### src/rtl/alu_arbiter.sv
// Round-robin front end that lets two requesters share one multi-cycle ALU and returns the captured result.
// Optional macro ALU_ARB_ILLEGAL_OP_EN: codes 1100-1111 are trapped (rsp_err=1, rsp_data=0) instead of reaching the ALU.
module alu_arbiter #(
    parameter int REG_SIZE      = 32,
    parameter int SIMPLE_CYCLES = 1,
    parameter int MULDIV_CYCLES = 4
) (
    input  logic                    clk,
    input  logic                    clr,
    input  logic                    req0_valid,
    output logic                    req0_ready,
    input  logic [3:0]              req0_op,
    input  logic [REG_SIZE-1:0]     req0_a,
    input  logic [REG_SIZE-1:0]     req0_b,
    input  logic                    req1_valid,
    output logic                    req1_ready,
    input  logic [3:0]              req1_op,
    input  logic [REG_SIZE-1:0]     req1_a,
    input  logic [REG_SIZE-1:0]     req1_b,
    output logic [3:0]              alu_ctrl_sig,
    output logic [REG_SIZE-1:0]     alu_a_data,
    output logic [REG_SIZE-1:0]     alu_b_data,
    input  logic [2*REG_SIZE-1:0]   alu_c_data,
    output logic                    rsp_valid,
    input  logic                    rsp_ready,
    output logic                    rsp_id,
    output logic [2*REG_SIZE-1:0]   rsp_data,
    output logic                    rsp_err,
    output logic                    busy
);

    localparam int MAX_CYCLES = (MULDIV_CYCLES > SIMPLE_CYCLES) ? MULDIV_CYCLES : SIMPLE_CYCLES;
    localparam int CW         = (MAX_CYCLES > 1) ? $clog2(MAX_CYCLES) : 1;
    localparam logic [CW-1:0] SIMPLE_LOAD = CW'(SIMPLE_CYCLES - 1);
    localparam logic [CW-1:0] MULDIV_LOAD = CW'(MULDIV_CYCLES - 1);
    localparam logic [CW-1:0] CNT_ZERO    = {CW{1'b0}};
    localparam logic [CW-1:0] CNT_ONE     = CW'(1);

    typedef enum logic [1:0] {
        ST_IDLE = 2'd0,
        ST_EXEC = 2'd1,
        ST_RESP = 2'd2
    } state_t;

    state_t                 r_state;
    state_t                 w_state_nxt;
    logic [CW-1:0]          r_cnt;
    logic                   r_last;
    logic                   r_trap;
    logic [3:0]             r_alu_ctrl;
    logic [REG_SIZE-1:0]    r_alu_a;
    logic [REG_SIZE-1:0]    r_alu_b;
    logic                   r_rsp_valid;
    logic                   r_rsp_id;
    logic [2*REG_SIZE-1:0]  r_rsp_data;
    logic                   r_rsp_err;

    logic                   w_gnt0;
    logic                   w_gnt1;
    logic                   w_acc0;
    logic                   w_acc1;
    logic                   w_acc;
    logic [3:0]             w_sel_op;
    logic [REG_SIZE-1:0]    w_sel_a;
    logic [REG_SIZE-1:0]    w_sel_b;
    logic                   w_trap;
    logic [CW-1:0]          w_load;
    logic                   w_capture;
    logic                   w_release;

    // Round-robin grant: on a tie the requester not served last wins (r_last=1 means req1 went last).
    always_comb begin
        w_gnt0 = 1'b0;
        w_gnt1 = 1'b0;
        if (req0_valid && req1_valid) begin
            w_gnt0 = r_last;
            w_gnt1 = ~r_last;
        end else begin
            w_gnt0 = req0_valid;
            w_gnt1 = req1_valid;
        end
    end

    // Ready is gated by clr so nothing is offered while reset is asserted.
    assign w_acc0   = (r_state == ST_IDLE) && clr && w_gnt0;
    assign w_acc1   = (r_state == ST_IDLE) && clr && w_gnt1;
    assign w_acc    = w_acc0 || w_acc1;
    assign w_sel_op = w_acc1 ? req1_op : req0_op;
    assign w_sel_a  = w_acc1 ? req1_a  : req0_a;
    assign w_sel_b  = w_acc1 ? req1_b  : req0_b;
    assign w_load   = ((w_sel_op == 4'b1000) || (w_sel_op == 4'b1001)) ? MULDIV_LOAD : SIMPLE_LOAD;

`ifdef ALU_ARB_ILLEGAL_OP_EN
    assign w_trap = (w_sel_op[3:2] == 2'b11);
`else
    assign w_trap = 1'b0;
`endif

    // Next-state decode with capture/release strobes for the datapath.
    always_comb begin
        w_state_nxt = r_state;
        w_capture   = 1'b0;
        w_release   = 1'b0;
        case (r_state)
            ST_IDLE: begin
                if (w_acc) begin
                    w_state_nxt = ST_EXEC;
                end else begin
                    w_state_nxt = ST_IDLE;
                end
            end
            ST_EXEC: begin
                if (r_cnt == CNT_ZERO) begin
                    w_state_nxt = ST_RESP;
                    w_capture   = 1'b1;
                end else begin
                    w_state_nxt = ST_EXEC;
                end
            end
            ST_RESP: begin
                if (rsp_ready) begin
                    w_state_nxt = ST_IDLE;
                    w_release   = 1'b1;
                end else begin
                    w_state_nxt = ST_RESP;
                end
            end
            default: w_state_nxt = ST_IDLE;
        endcase
    end

    // State register.
    always_ff @(posedge clk or negedge clr) begin
        if (!clr) begin
            r_state <= ST_IDLE;
        end else begin
            r_state <= w_state_nxt;
        end
    end

    // Operand/response datapath; ALU inputs hold from accept until the next accept.
    always_ff @(posedge clk or negedge clr) begin
        if (!clr) begin
            r_cnt       <= CNT_ZERO;
            r_last      <= 1'b1;
            r_trap      <= 1'b0;
            r_alu_ctrl  <= 4'b0000;
            r_alu_a     <= {REG_SIZE{1'b0}};
            r_alu_b     <= {REG_SIZE{1'b0}};
            r_rsp_valid <= 1'b0;
            r_rsp_id    <= 1'b0;
            r_rsp_data  <= {(2*REG_SIZE){1'b0}};
            r_rsp_err   <= 1'b0;
        end else begin
            if (w_acc) begin
                r_alu_ctrl <= w_trap ? 4'b0000 : w_sel_op;
                r_alu_a    <= w_sel_a;
                r_alu_b    <= w_sel_b;
                r_rsp_id   <= w_acc1;
                r_last     <= w_acc1;
                r_trap     <= w_trap;
                r_cnt      <= w_load;
            end else if ((r_state == ST_EXEC) && (r_cnt != CNT_ZERO)) begin
                r_cnt <= r_cnt - CNT_ONE;
            end else begin
                r_cnt <= r_cnt;
            end

            if (w_capture) begin
                r_rsp_data  <= r_trap ? {(2*REG_SIZE){1'b0}} : alu_c_data;
                r_rsp_err   <= r_trap;
                r_rsp_valid <= 1'b1;
            end else if (w_release) begin
                r_rsp_valid <= 1'b0;
            end else begin
                r_rsp_valid <= r_rsp_valid;
            end
        end
    end

    assign req0_ready   = w_acc0;
    assign req1_ready   = w_acc1;
    assign alu_ctrl_sig = r_alu_ctrl;
    assign alu_a_data   = r_alu_a;
    assign alu_b_data   = r_alu_b;
    assign rsp_valid    = r_rsp_valid;
    assign rsp_id       = r_rsp_id;
    assign rsp_data     = r_rsp_data;
    assign rsp_err      = r_rsp_err;
    assign busy         = (r_state != ST_IDLE);

endmodule
### config.mk
export PLATFORM = sky130hd
export DESIGN_NAME = alu_arbiter
export DESIGN_NICKNAME = d
export VERILOG_FILES = /design/src/rtl/alu_arbiter.sv
export SDC_FILE = /design/constraint.sdc
export NUM_CORES = 1
export LEC_CHECK = 0
export ABC_AREA = 0
export BUFFER_PORTS_ARGS = -buffer_cell sky130_fd_sc_hd__buf_2
export CAP_MARGIN = 10
export CORE_AREA = 2 2 132 134
export CTS_CLUSTER_SIZE = 8
export DETAILED_ROUTE_END_ITERATION = 7
export DIE_AREA = 0 0 134 136
export GPL_TIMING_DRIVEN = 0
export PLACE_DENSITY = 0.69
export SETUP_SLACK_MARGIN = 0.15
export SYNTH_ARGS = -nofsm -noshare
export SYNTH_HDL_FRONTEND = slang
export SYNTH_SLANG_ARGS = --single-unit
export TNS_END_PERCENT = 100
### constraint.sdc
create_clock -name clk -period 1.6 [get_ports clk]
set_input_delay 0.32 -clock clk [delete_from_list [all_inputs] [get_ports clk]]
set_output_delay 0.32 -clock clk [all_outputs]
set_load 0.01 [all_outputs]
# Yosys cells after proc, flatten, opt, wreduce, memory -nomap -nowiden
# Index checks and enable logic that the tools add are counted.
# totals
inputBits	205
regBits	139
wordCells	46
# op_classes
eq_ne	4
muxes	18
reduce_logical	13
n_addsub	1
bitwise	1
# ops
cell	count
32-bit two-way mux	2
2-bit two-way mux	5
1-bit two-way mux	9
4-bit equality test (second input constant)	2
2-bit nonzero test	4
2-bit one-hot mux with 3 select lines	1
1-bit logical AND	5
2-bit zero test	2
4-bit two-way mux	1
2-bit by 1-bit equality test with 1-bit output (second input constant)	1
2-bit equality test (second input constant)	1
1-bit logical OR	2
2-bit by 1-bit subtractor with 2-bit output (second input constant)	1
1-bit inverter	1

# Longest topological paths before layout
# Gate-level depths: netlist of the first run.
# depth
ltp_word	8
ltp_mapped	7
depth_no_buf	5

# Worst setup path after synthesis of the first run
# No wires, ideal clock.
# synth_timing
path_type	register -> register
from	register r_cnt[0]
to	register r_rsp_data[14] (netlist: rsp_data[14])
setup_slack_ns	-0.033
synth_period_minus_slack_ns	1.633
path_stages_with_launch	8
arrival_time_ns	1.508
setup_time_ns	0.125
required_time_ns	1.475
cell_sequence	dfrtp_1 -> inv_1 -> ha_1 -> nor2b_1 -> nand2_1 -> buf_2 -> buf_2 -> mux2_2
# synth_between
elab_chain_cells	3
# synth_lines
item	line_no	source
from (decl)	47	logic [CW-1:0] r_cnt;
from (signal assigned)	162	r_cnt <= w_load;
from (signal assigned)	164	r_cnt <= r_cnt - CNT_ONE;
from (signal assigned)	166	r_cnt <= r_cnt;
2-bit zero test	113	if (r_cnt == CNT_ZERO) begin
1-bit two-way mux	113	
1-bit two-way mux	104	case (r_state)
to (signal assigned)	152	r_rsp_data <= {(2*REG_SIZE){1'b0}};
to (signal assigned)	170	r_rsp_data <= r_trap ? {(2*REG_SIZE){1'b0}} : alu_c_data;
to (decl)	55	logic [2*REG_SIZE-1:0] r_rsp_data;
# Every way passes these cells.
# A chain may end at the register's enable or synchronous reset.

# Worst setup path in the final report of the first run
# layout_timing
from	register r_state[1]
to	output port req1_ready
# layout_between
elab_chain_cells	3
# layout_lines
item	line_no	source
from (decl)	45	state_t r_state;
from (signal assigned)	137	r_state <= w_state_nxt;
2-bit zero test	86	assign w_acc1 = (r_state == ST_IDLE) && clr && w_gnt1;
1-bit logical AND (2 in a row)	86	
to (decl)	16	output logic req1_ready,
# Every way passes these cells.

==> summary.txt, run 1 <==
Timing
  • Final Max Slew Viols: 0
  • WHS: -0.1902 ns
  • Setup TNS: -19.33 ns
  • Final Hold Vio Count: 51
  • Worst Skew: between 0.008 and 0.009 ns
  • Min cycle time layout: about 1.9 ns
  • FMAX: ~520 MHz
  • Final Cycle Share: 1.196
  • Final setup violating endpoints: roughly 130
  • RSZ-0062 raised after global routing: yes
  • Setup WS post-layout: -0.3142 ns

Flow run
  • MaxCap Viol Count: 0

Synthesis
  • Synth Flop Type: dfrtp_1
  • Flops & latches, synth: about 140
  • Post-synth top area cell: dfrtp_1
  • Synth Area in Adders: 0.002133
  • Synth cell count leaders: dfrtp_1 (138), nand2_1 (74), mux2i_1 (68), mux2_2 (65), o21ai_0 (61)
  • Distinct cells, synth: 29
  • Synth Area per Inst: about 12 µm²
  • Post-synth EDFFs: 0
  • Synthesized cell area: just under 0.006 mm²
  • Post-synth ARST share: 1.000
  • Top post-synthesis cells by area: dfrtp_1 (59%), mux2_2 (12%), mux2i_1 (12%), o21ai_0 (5.2%), nand2_1 (4.7%)
  • Top-count cell post-synth: dfrtp_1
  • Mapped Cells: 476
  • Multiplexer area fraction after synthesis: 0.2408
  • Mapped Nets: around 680
  • Simple-Gate Fraction of Synth Area: 0.06035
  • Compound-Gate Fraction of Synth Area: 0.07251
  • Main combinational cell family by area after synthesis: multiplexers
  • Synth Area in XOR/XNOR: 0
  • Yosys top cell area share: 0.5886
  • Synth warn: 0
  • Sequential area share after synthesis: 0.5931

Critical path
  • CP Launch Point: r_state[1]
  • Crit end category: primary output
  • Critical path type: flop to primary output
  • Crit path capture: req1_ready
  • Startpoint Class: flop
  • Setup slack, reg-to-reg: -0.27 ns
  • Worst EP arrival: between 1.5 and 2 ns
  • CP Data Required Time: between 1 and 1.5 ns
  • Reg2Reg Depth: 9
  • R2R Path Start: r_state[1]
  • Reg-to-Reg End: alu_b_data[22]
  • Worst Path Max Fanout: 3

Clock tree
  • Clock Path Buffers: 2
  • Root Buffer: clkbuf_16
  • H-tree levels: 4
  • Sink Count: about 140
  • TritonCTS Buffers: 17
  • CTS tree: yes
  • Worst skew pair latency: around 0.4 ns
  • Clock slew at reported path FFs: approximately 0.060 ns

Placement
  • PortBufs: ~340
  • Cells after DPL: approximately 1000
  • Placed inst area: between 0.007 and 0.008 mm²
  • DP Worst Slack: -0.8191 ns
  • Post-detail-place hpwl: around 12 mm
  • Placer's final routability congestion estimate: 0.7392

Floorplan
  • Die height: 136 µm
  • I/O pins: between 300 and 400
  • Chip width: 134 µm
  • Row count: 48
  • Core Box Area: about 0.017 mm²
  • Die area: ~0.018 mm²
  • Initial core utilization: 0.3476

Route
  • Met2 wire length: between 9 and 10 mm
  • Post-Route WL: around 18 mm
  • Final antenna-violating net count: 0
  • DRC Markers: 0
  • Vias per cell: around 4.6
  • Top Layer Used: met4
  • DR vias: 5143
  • WL met1: between 7 and 8 mm
  • WL per Instance: about 16 µm
  • WL met3: 1.077 mm
  • DRT Pass-1 Iters: 4
  • Initial DRC Count: 123

Global routing
  • GRT Overall Usage: 0.1852
  • Global-route wire length before repair: 25.98 mm
  • Largest net degree at the start of global routing: 88
  • GRT overflow: 0
  • Antenna violations before repair: 0
  • Vias in the first global route: 5031

Layout
  • Finished Core Util: 0.5781
  • Nets@finish: 1083
  • Share of post-route cells with drive strength above 1: 0.6135
  • Cell Count, Final, Fillers Out: between 1000 and 1500
  • Ant. Diodes: 0
  • Area grow syn2layout: 66.30%
  • Final Cell Area: ~0.01 mm²

Status
  • Failing checks: hold timing, setup timing
  • Status: finished with violations

Power
  • LEAKAGE: 5.204 nW
  • PwrDens: 1914 mW/mm²
  • Worst VDD drop: ~810 µV

Min path
  • Worst Hold Class: primary input to asynchronous set/reset pin
what timing repair did:
action	4_1_cts	5_1_grt
setup buffers	17	9
pin swaps	5	6
gates resized for setup	147	63
endpoints found under the setup margin	139	139
cloned	10	4
hold endpoints to repair	51	51
stage by stage:
stage | power [mW] | hold WS (ns)
after floorplan | 9.786 | 0.02441
after global placement | 12.44 | 0.4560
after detailed placement | 12.61 | 0.3228
after CTS | 18.33 | -0.1719
after global routing | 19.79 | -0.1699
final | 18.68 | -0.1902
per-layer routing:
layer  vias to the layer above  GRT usage
met1                      2440     0.2171
met5                         -          0
met2                       213     0.3265
met4                         0    0.06028
met3                        23    0.05444
li1                       2467          -
state kept, by name (all words and copies together), names as in the netlist:
register	cells
alu_a_data	32
alu_b_data	32
r_state	2
r_cnt	2
alu_ctrl_sig	4
rsp_id	1
rsp_data	64
rsp_valid	1
r_last	1
critical path: stages (launching register included):
cell	delay, ns
dfrtp_2	0.43
nor3b_4	0.24
nand3_1	0.12
buf_6	0.14
buf_12	0.12
clkinv_8	0.04
buf_6	0.09
layout by cell type, fill, tap and decap left out, drive strengths merged, types with 3 or more instances in the layout:
cell type / Yosys / layout
dfrtp: 138 / 138
mux2i: 68 / 68
a21oi: 3 / 3
o21ai: 72 / 72
clkbuf: 11 / 32
mux2: 65 / 65
nand2: 74 / 74
a31oi: 3 / 3
bufinv: 0 / 3
buf: 20 / 400
clkinv: 0 / 5
nor2: 4 / 4
inv: 4 / 8
worst min-delay path by stage:
stage	end	slack (ns)	cells after the start
after floorplan	alu_a_data[0]	0.02	0
after global placement	rsp_id	0.46	2
after detailed placement	rsp_data[11]	0.32	1
after CTS	rsp_data[11]	-0.17	1
after global routing	rsp_data[11]	-0.17	1
final	rsp_data[11]	-0.19	1
final cells by class:
cell class	instances	area [µm²]
inverter	4	27.53
multi-input combinational	302	2506
buffer	31	374.1
clock inverter	13	181.4
tap	225	281.5
timing repair buffer	382	2451
clock buffer	19	452.9
fill	1414	7119
sequential	139	3482
report_power, final:
group | switching, mW | internal, mW | total (mW)
registers | 0.874 | 5.27 | 6.15
clock network | 1.63 | 2.58 | 4.22
logic | 3.81 | 4.50 | 8.31
total | 6.32 | 12.4 | 18.7
cells by family (layout without fill, tap and decap cells):
group | after synthesis | after routing
AOI/OAI and AO/OA | 82 | 82
adders and majority gates | 1 | 1
buffers and inverters | 35 | 449
DFF | 139 | 139
muxes | 133 | 133
other | 1 | 1
and+or+nand+nor | 85 | 85
No activity file was read; power rests on OpenSTA's default activity.
==> run 2, diff against run 1 <==
--- a/config.mk
+++ b/config.mk
@@ -15,6 +15,7 @@
 export GPL_TIMING_DRIVEN = 0
 export PLACE_DENSITY = 0.69
 export SETUP_SLACK_MARGIN = 0.15
+export SKIP_LAST_GASP = 1
 export SYNTH_ARGS = -nofsm -noshare
 export SYNTH_HDL_FRONTEND = slang
 export SYNTH_SLANG_ARGS = --single-unit
==> summary.txt, run 2 (same netlist as run 1, synthesis figures left out) <==
Status
  • Status: finished with violations (unchanged)
  • Failing checks: hold timing, setup timing (unchanged)

Timing
  • Final setup violating endpoints: 136 (was 132)
  • Final Max Slew Viols: 0 (unchanged)
  • Final Hold Vio Count: 51 (unchanged)
  • WHS: -0.1882 ns (was -0.1902 ns)
  • Worst Skew: 0.007834 ns (was 0.008233 ns)
  • FMAX: 518.4 MHz (was 522.4 MHz)
  • RSZ-0062 raised after global routing: yes (unchanged)
  • Min cycle time layout: 1.929 ns (was 1.914 ns)
  • Setup TNS: -20.74 ns (was -19.33 ns)
  • Setup WS post-layout: -0.3291 ns (was -0.3142 ns)
  • Final Cycle Share: 1.206 (was 1.196)

Global routing
  • Met1 GRT Util: 0.2141 (was 0.2171)
  • Antenna violations before repair: 0 (unchanged)
  • Gr busiest metal: met2 (unchanged)
  • GRT overflow: 0 (unchanged)
  • GRT Overall Usage: 0.1839 (was 0.1852)
  • Vias in the first global route: 5002 (was 5031)
  • GRT met3 Usage: 0.05518 (was 0.05444)
  • Largest net degree at the start of global routing: 88 (unchanged)
  • Global-route wire length before repair: 25.79 mm (was 25.98 mm)
  • Met2 Use GR: 0.3236 (was 0.3265)

Placement
  • PortBufs: 341 (unchanged)
  • Placer's final routability congestion estimate: 0.7392 (unchanged)
  • Post-detail-place hpwl: 12.32 mm (unchanged)
  • DP Worst Slack: -0.8191 ns (unchanged)
  • Cells after DPL: 1043 (unchanged)

Flow run
  • MaxCap Viol Count: 0 (unchanged)

Floorplan
  • Core Box Area: 0.01688 mm² (unchanged)
  • Initial core utilization: 0.3476 (unchanged)
  • Chip width: 134 µm (unchanged)
  • Row count: 48 (unchanged)
  • Die area: 0.01822 mm² (unchanged)
  • Die height: 136 µm (unchanged)
  • I/O pins: 343 (unchanged)

Critical path
  • Critical path type: flop to primary output (unchanged)
  • Worst Path Max Fanout: 3 (unchanged)
  • Setup slack, reg-to-reg: -0.28 ns (was -0.27 ns)
  • Crit end category: primary output (unchanged)
  • Startpoint Class: flop (unchanged)
  • R2R Path Start: r_state[1] (unchanged)
  • Reg2Reg Depth: 9 (unchanged)
  • Worst EP arrival: 1.61 ns (was 1.59 ns)
  • CP max stage cell: dfrtp_2 (unchanged)
  • Most used cell, CP: buf_6 (unchanged)
  • Crit path largest cell delay: 0.44 ns (was 0.43 ns)
  • CP Data Required Time: 1.28 ns (about the same)
  • Reg-to-Reg End: alu_b_data[22] (unchanged)
  • Worst-path cell chain: nor3b_4 > nand3_1 > buf_6 > buf_12 > clkinv_8 > buf_6 (unchanged)

Power
  • Worst VDD drop: 817.7 µV (was 806.7 µV)
  • LEAKAGE: 5.117 nW (was 5.204 nW)
  • PwrDens: 1906 mW/mm² (was 1914 mW/mm²)
  • Total power: 18.46 mW (was 18.68 mW)

Layout
  • Share of post-route cells with drive strength above 1: 0.6135 (unchanged)
  • Cell Count, Final, Fillers Out: 1115 (unchanged)
  • Nets@finish: 1083 (unchanged)
  • Commonest non-fill, non-tap cell in the layout: buf_2 (unchanged)
  • Max reg flops: 64 (unchanged)
  • Most frequent cells in the layout: buf_2 (338), dfrtp_1 (136), nand2_1 (72) (was buf_2 (338), dfrtp_1 (136), nand2_1 (71))
  • Ant. Diodes: 0 (unchanged)
  • Area grow syn2layout: 65.07% (was 66.30%)
  • Finished Core Util: 0.5738 (was 0.5781)

Clock tree
  • CTS tree: yes (unchanged)
  • Clock slew at reported path FFs: 0.06 ns (about the same)
  • TritonCTS Buffers: 17 (unchanged)
  • H-tree levels: 4 (unchanged)
  • Clock Path Buffers: 2 (unchanged)
  • Worst skew pair latency: 0.41 ns (about the same)
  • Root Buffer: clkbuf_16 (unchanged)
  • Sink Count: 139 (unchanged)

Route
  • DRC Markers: 0 (unchanged)
  • Post-Route WL: 17.57 mm (was 17.76 mm)
  • DRT Pass-1 Iters: 4 (unchanged)
  • WL per Instance: 15.76 µm (was 15.92 µm)
  • Initial DRC Count: 135 (was 123)
  • Final antenna-violating net count: 0 (unchanged)
  • DR vias: 5139 (was 5143)
  • Vias per cell: 4.609 (was 4.613)

Min path
  • Worst Hold Class: primary input to asynchronous set/reset pin (unchanged)
-- run 2: cell counts in the layout (fill, tap and decap cells not counted) --
Identical to the previous run, type by type.
-- run 2: layer usage --
layer | part of all wire | vias to the layer above | routed length (µm)
met3 | 0.065 | 23 | 1137
met4 | 0.017 | 0 | 297
met5 | 0 | - | 0
met1 | 0.39 | 2440 | 6904
li1 | - | 2462 | -
met2 | 0.53 | 214 | 9228
-- run 2: what timing repair did --
action,in CTS,in global routing
pin swaps,5,6
hold endpoints to repair,51,51
buffers inserted,17,9
resized for setup,119,72
endpoints found under the setup margin,139,139
gates cloned,10,4
-- run 2: how the worst max path moves through the flow --
stage / start / to / slack (ns) / cells after the start
after floorplan: r_state[1] / alu_b_data[29] / 0.02 / 7
after global placement: clr / alu_b_data[1] / -2.90 / 7
after global routing: r_state[1] / req1_ready / -0.39 / 6
final: r_state[1] / req1_ready / -0.33 / 6
after CTS: r_state[0] / req0_ready / -0.33 / 5
after detailed placement: clr / alu_b_data[1] / -0.82 / 7
-- run 2: critical path: cells and delay by family (launching register included) --
| family | cells | cell delay (ns) |
|---|---|---|
| DFF | 1 | 0.44 |
| buffers and inverters | 4 | 0.39 |
| and+or+nand+nor | 2 | 0.36 |
-- run 2: power by group --
| group | internal (mW) | switching (mW) | total (mW) |
|---|---|---|---|
| logic | 4.35 | 3.76 | 8.11 |
| clock network | 2.58 | 1.63 | 4.21 |
| registers | 5.27 | 0.862 | 6.13 |
-- run 2: layout make-up --
| type | instances | area, µm² |
|---|---|---|
| tap | 225 | 281.5 |
| clock buffer | 19 | 452.9 |
| multi-input combinational | 302 | 2454 |
| inverter | 4 | 27.53 |
| fill | 1424 | 7192 |
| sequential | 139 | 3482 |
| timing repair buffer | 382 | 2440 |
| clock inverter | 13 | 181.4 |
| buffer | 31 | 365.4 |
-- run 2: metrics by stage --
| stage | cell area, µm² | hold WS [ns] |
|---|---|---|
| 2_1_floorplan | 5922 | 0.02441 |
| 3_3_place_gp | 7910 | 0.4560 |
| 3_5_place_dp | 7944 | 0.3228 |
| 4_1_cts | 9294 | -0.1719 |
| 5_1_grt | 9684 | -0.1694 |
| 6_report | 9684 | -0.1882 |
==> run 3, diff against run 2 <==
--- a/config.mk
+++ b/config.mk
@@ -8,12 +8,13 @@
 export ABC_AREA = 0
 export BUFFER_PORTS_ARGS = -buffer_cell sky130_fd_sc_hd__buf_2
 export CAP_MARGIN = 10
-export CORE_AREA = 2 2 132 134
+export CELL_PAD_IN_SITES_DETAIL_PLACEMENT = 0
+export CELL_PAD_IN_SITES_GLOBAL_PLACEMENT = 1
+export CORE_UTILIZATION = 29
 export CTS_CLUSTER_SIZE = 8
 export DETAILED_ROUTE_END_ITERATION = 7
-export DIE_AREA = 0 0 134 136
 export GPL_TIMING_DRIVEN = 0
-export PLACE_DENSITY = 0.69
+export PLACE_DENSITY = 0.76
 export SETUP_SLACK_MARGIN = 0.15
 export SKIP_LAST_GASP = 1
 export SYNTH_ARGS = -nofsm -noshare
==> summary.txt, run 3 (same netlist as run 1, synthesis figures left out) <==
Global routing
  • GRT overflow: 0 (unchanged)
  • GRT Overall Usage: 0.1886 (was 0.1839)
  • Global-route wire length before repair: 28.59 mm (was 25.79 mm)
  • Antenna violations before repair: 0 (unchanged)
  • Vias in the first global route: 5134 (was 5002)
  • Largest net degree at the start of global routing: 40 (was 88)

Critical path
  • Worst Path Max Fanout: 2 (was 3)
  • Worst-path cell chain: nor3b_4 > nand3_2 > buf_6 > buf_12 > inv_8 > buf_6 (was nor3b_4 > nand3_1 > buf_6 > buf_12 > clkinv_8 > buf_6)
  • Worst EP arrival: 1.59 ns (was 1.61 ns)
  • Reg-to-Reg End: r_cnt[1] (was alu_b_data[22])
  • Crit end category: primary output (unchanged)
  • R2R Path Start: r_state[1] (unchanged)
  • Setup slack, reg-to-reg: -0.23 ns (was -0.28 ns)
  • WP buf/inv: 4 (unchanged)
  • Startpoint Class: flop (unchanged)
  • Critical path type: flop to primary output (unchanged)
  • CP Data Required Time: 1.28 ns (about the same)
  • Top delay family on crit path: flip-flops (unchanged)
  • Crit path largest cell delay: 0.44 ns (about the same)
  • Most used cell, CP: buf_6 (unchanged)
  • CP max stage cell: dfrtp_2 (unchanged)
  • Reg2Reg Depth: 9 (unchanged)

Layout
  • Commonest non-fill, non-tap cell in the layout: buf_2 (unchanged)
  • Finished Core Util: 0.5052 (was 0.5738)
  • Max reg flops: 64 (unchanged)
  • Nets@finish: 1102 (was 1083)
  • Final Cell Area: 0.009930 mm² (was 0.009684 mm²)
  • Cell Count, Final, Fillers Out: 1174 (was 1115)
  • Most frequent cells in the layout: buf_2 (339), dfrtp_1 (136), mux2_2 (57), nand2_1 (57), mux2i_1 (51) (was buf_2 (338), dfrtp_1 (136), nand2_1 (72))
  • Area grow syn2layout: 69.25% (was 65.07%)
  • Ant. Diodes: 0 (unchanged)
  • Share of post-route cells with drive strength above 1: 0.6381 (was 0.6135)

Route
  • WL met3: 1.465 mm (was 1.137 mm)
  • DR vias: 5260 (was 5139)
  • Top Layer Used: met4 (unchanged)
  • WL met1: 8.025 mm (was 6.904 mm)
  • Initial DRC Count: 127 (was 135)
  • Vias per cell: 4.480 (was 4.609)
  • Final antenna-violating net count: 0 (unchanged)
  • DRC Markers: 0 (unchanged)
  • Post-Route WL: 20.20 mm (was 17.57 mm)
  • Met2 wire length: 10.48 mm (was 9.228 mm)
  • DRT Pass-1 Iters: 4 (unchanged)
  • WL per Instance: 17.20 µm (was 15.76 µm)

Clock tree
  • Worst skew pair latency: 0.42 ns (was 0.41 ns)
  • Clock slew at reported path FFs: 0.06 ns (about the same)
  • CTS tree: yes (unchanged)
  • Root Buffer: clkbuf_16 (unchanged)
  • H-tree levels: 4 (unchanged)
  • Sink Count: 139 (unchanged)
  • Clock Path Buffers: 2 (unchanged)
  • TritonCTS Buffers: 17 (unchanged)

Timing
  • Tightest Pin Transition: between 0.9 and 1 ns
  • Worst Skew: 0.01627 ns (was 0.007834 ns)
  • Slew margin rel.: 0.3511
  • WHS: 0.09525 ns (was -0.1882 ns)
  • Min cycle time layout: 1.914 ns (was 1.929 ns)
  • RSZ-0062 raised after global routing: yes (unchanged)
  • Final setup violating endpoints: 137 (was 136)
  • Setup WS post-layout: -0.3138 ns (was -0.3291 ns)
  • Final Hold Vio Count: 0 (was 51)
  • Final Max Slew Viols: 0 (unchanged)
  • FMAX: 522.5 MHz (was 518.4 MHz)
  • Final Cycle Share: 1.196 (was 1.206)

Placement
  • PortBufs: 341 (unchanged)
  • Placer's final routability congestion estimate: 0.7754 (was 0.7392)
  • Cells after DPL: 1083 (was 1043)
  • Post-detail-place hpwl: 13.71 mm (was 12.32 mm)
  • Placed inst area: 0.007994 mm² (was 0.007944 mm²)

Min path
  • Hold Path Sink: r_state[1]
  • Min-delay src: rsp_ready
  • Worst Hold Class: primary input to flop (was primary input to asynchronous set/reset pin)
  • Hold Crit Depth: 2

Floorplan
  • I/O pins: 343 (unchanged)
  • Initial core utilization: 0.2985 (was 0.3476)
  • Row count: 51 (was 48)
  • Core Box Area: 0.01965 mm² (was 0.01688 mm²)
  • Chip width: 144.2 µm (was 134 µm)
  • Die height: 144.2 µm (was 136 µm)
  • Die area: 0.02080 mm² (was 0.01822 mm²)

Status
  • Failing checks: setup timing (was hold timing, setup timing)
  • Status: finished with violations (unchanged)

Flow run
  • MaxCap Viol Count: 0 (unchanged)

Power
  • LEAKAGE: 5.300 nW (was 5.117 nW)
  • Worst VDD drop: 679.9 µV (was 817.7 µV)
  • PwrDens: 1888 mW/mm² (was 1906 mW/mm²)
run 3: cell count changes in the layout (fill, tap and decap cells not counted), moves of 9 or more:
cell     previous run  this run
o21ai_1            66        29
o21ai_0             2        33
nand2_1            72        57
buf_8               7        19
buf_6              14        24
nand2_2             1        10
run 3: power breakdown:
part	internal [mW]	total (mW)	switching, mW
Combinational	4.76	8.76	4.00
Sequential	5.27	6.21	0.934
Clock	2.09	3.78	1.69
run 3: worst max path at each step:
stage | startpoint | endpoint | cells past startpoint
floorplan | r_state[1] | alu_b_data[29] | 7
global placement | clr | alu_b_data[11] | 7
detailed placement | clr | alu_b_data[11] | 8
CTS | r_state[1] | req1_ready | 6
global route | r_state[1] | req1_ready | 6
finish | r_state[1] | req1_ready | 6
run 3: worst reg2reg max path: cells and delay by family, from the launching register on:
kind                   cells  cell delay (ns)
AO/OA/AOI/OAI              3             0.37
buffers and inverters      5             0.64
flip-flops                 1             0.44
AND/OR/NAND/NOR            1             0.25
run 3: timing repair:
item                       4_1_cts  5_1_grt
setup endpoints to repair      141      158
hold endpoints to repair        78        0
cloned                          10        3
gates resized for setup        123       91
hold buffers                     7        0
pin swaps                       13       14
buffers inserted                31        8
run 3: stage by stage:
stage	setup TNS, ns	total power, mW	setup slack (ns)
global placement	-464.43	12.59	-2.969
floorplan	0	9.786	0.01640
finish	-19.19	18.75	-0.3138
CTS	-15.50	18.19	-0.3626
detailed placement	-91.01	12.78	-1.338
global route	-30.48	19.87	-0.4225
run 3: final cells by class:
| class | count | area [µm²] |
|---|---|---|
| clock buffer | 18 | 439.2 |
| tap | 265 | 331.6 |
| multi-input combinational | 302 | 2476 |
| sequential | 139 | 3482 |
| timing repair buffer | 401 | 2640 |
| fill | 1831 | 9724 |
| buffer | 31 | 410.4 |
| inverter | 4 | 22.52 |
| clock inverter | 14 | 127.6 |
run 3: layer usage:
metal / GRT usage / vias up
met5: 0 / -
met2: 0.3415 / 217
li1: - / 2502
met1: 0.2142 / 2525
met3: 0.05397 / 16
met4: 0.05540 / 0
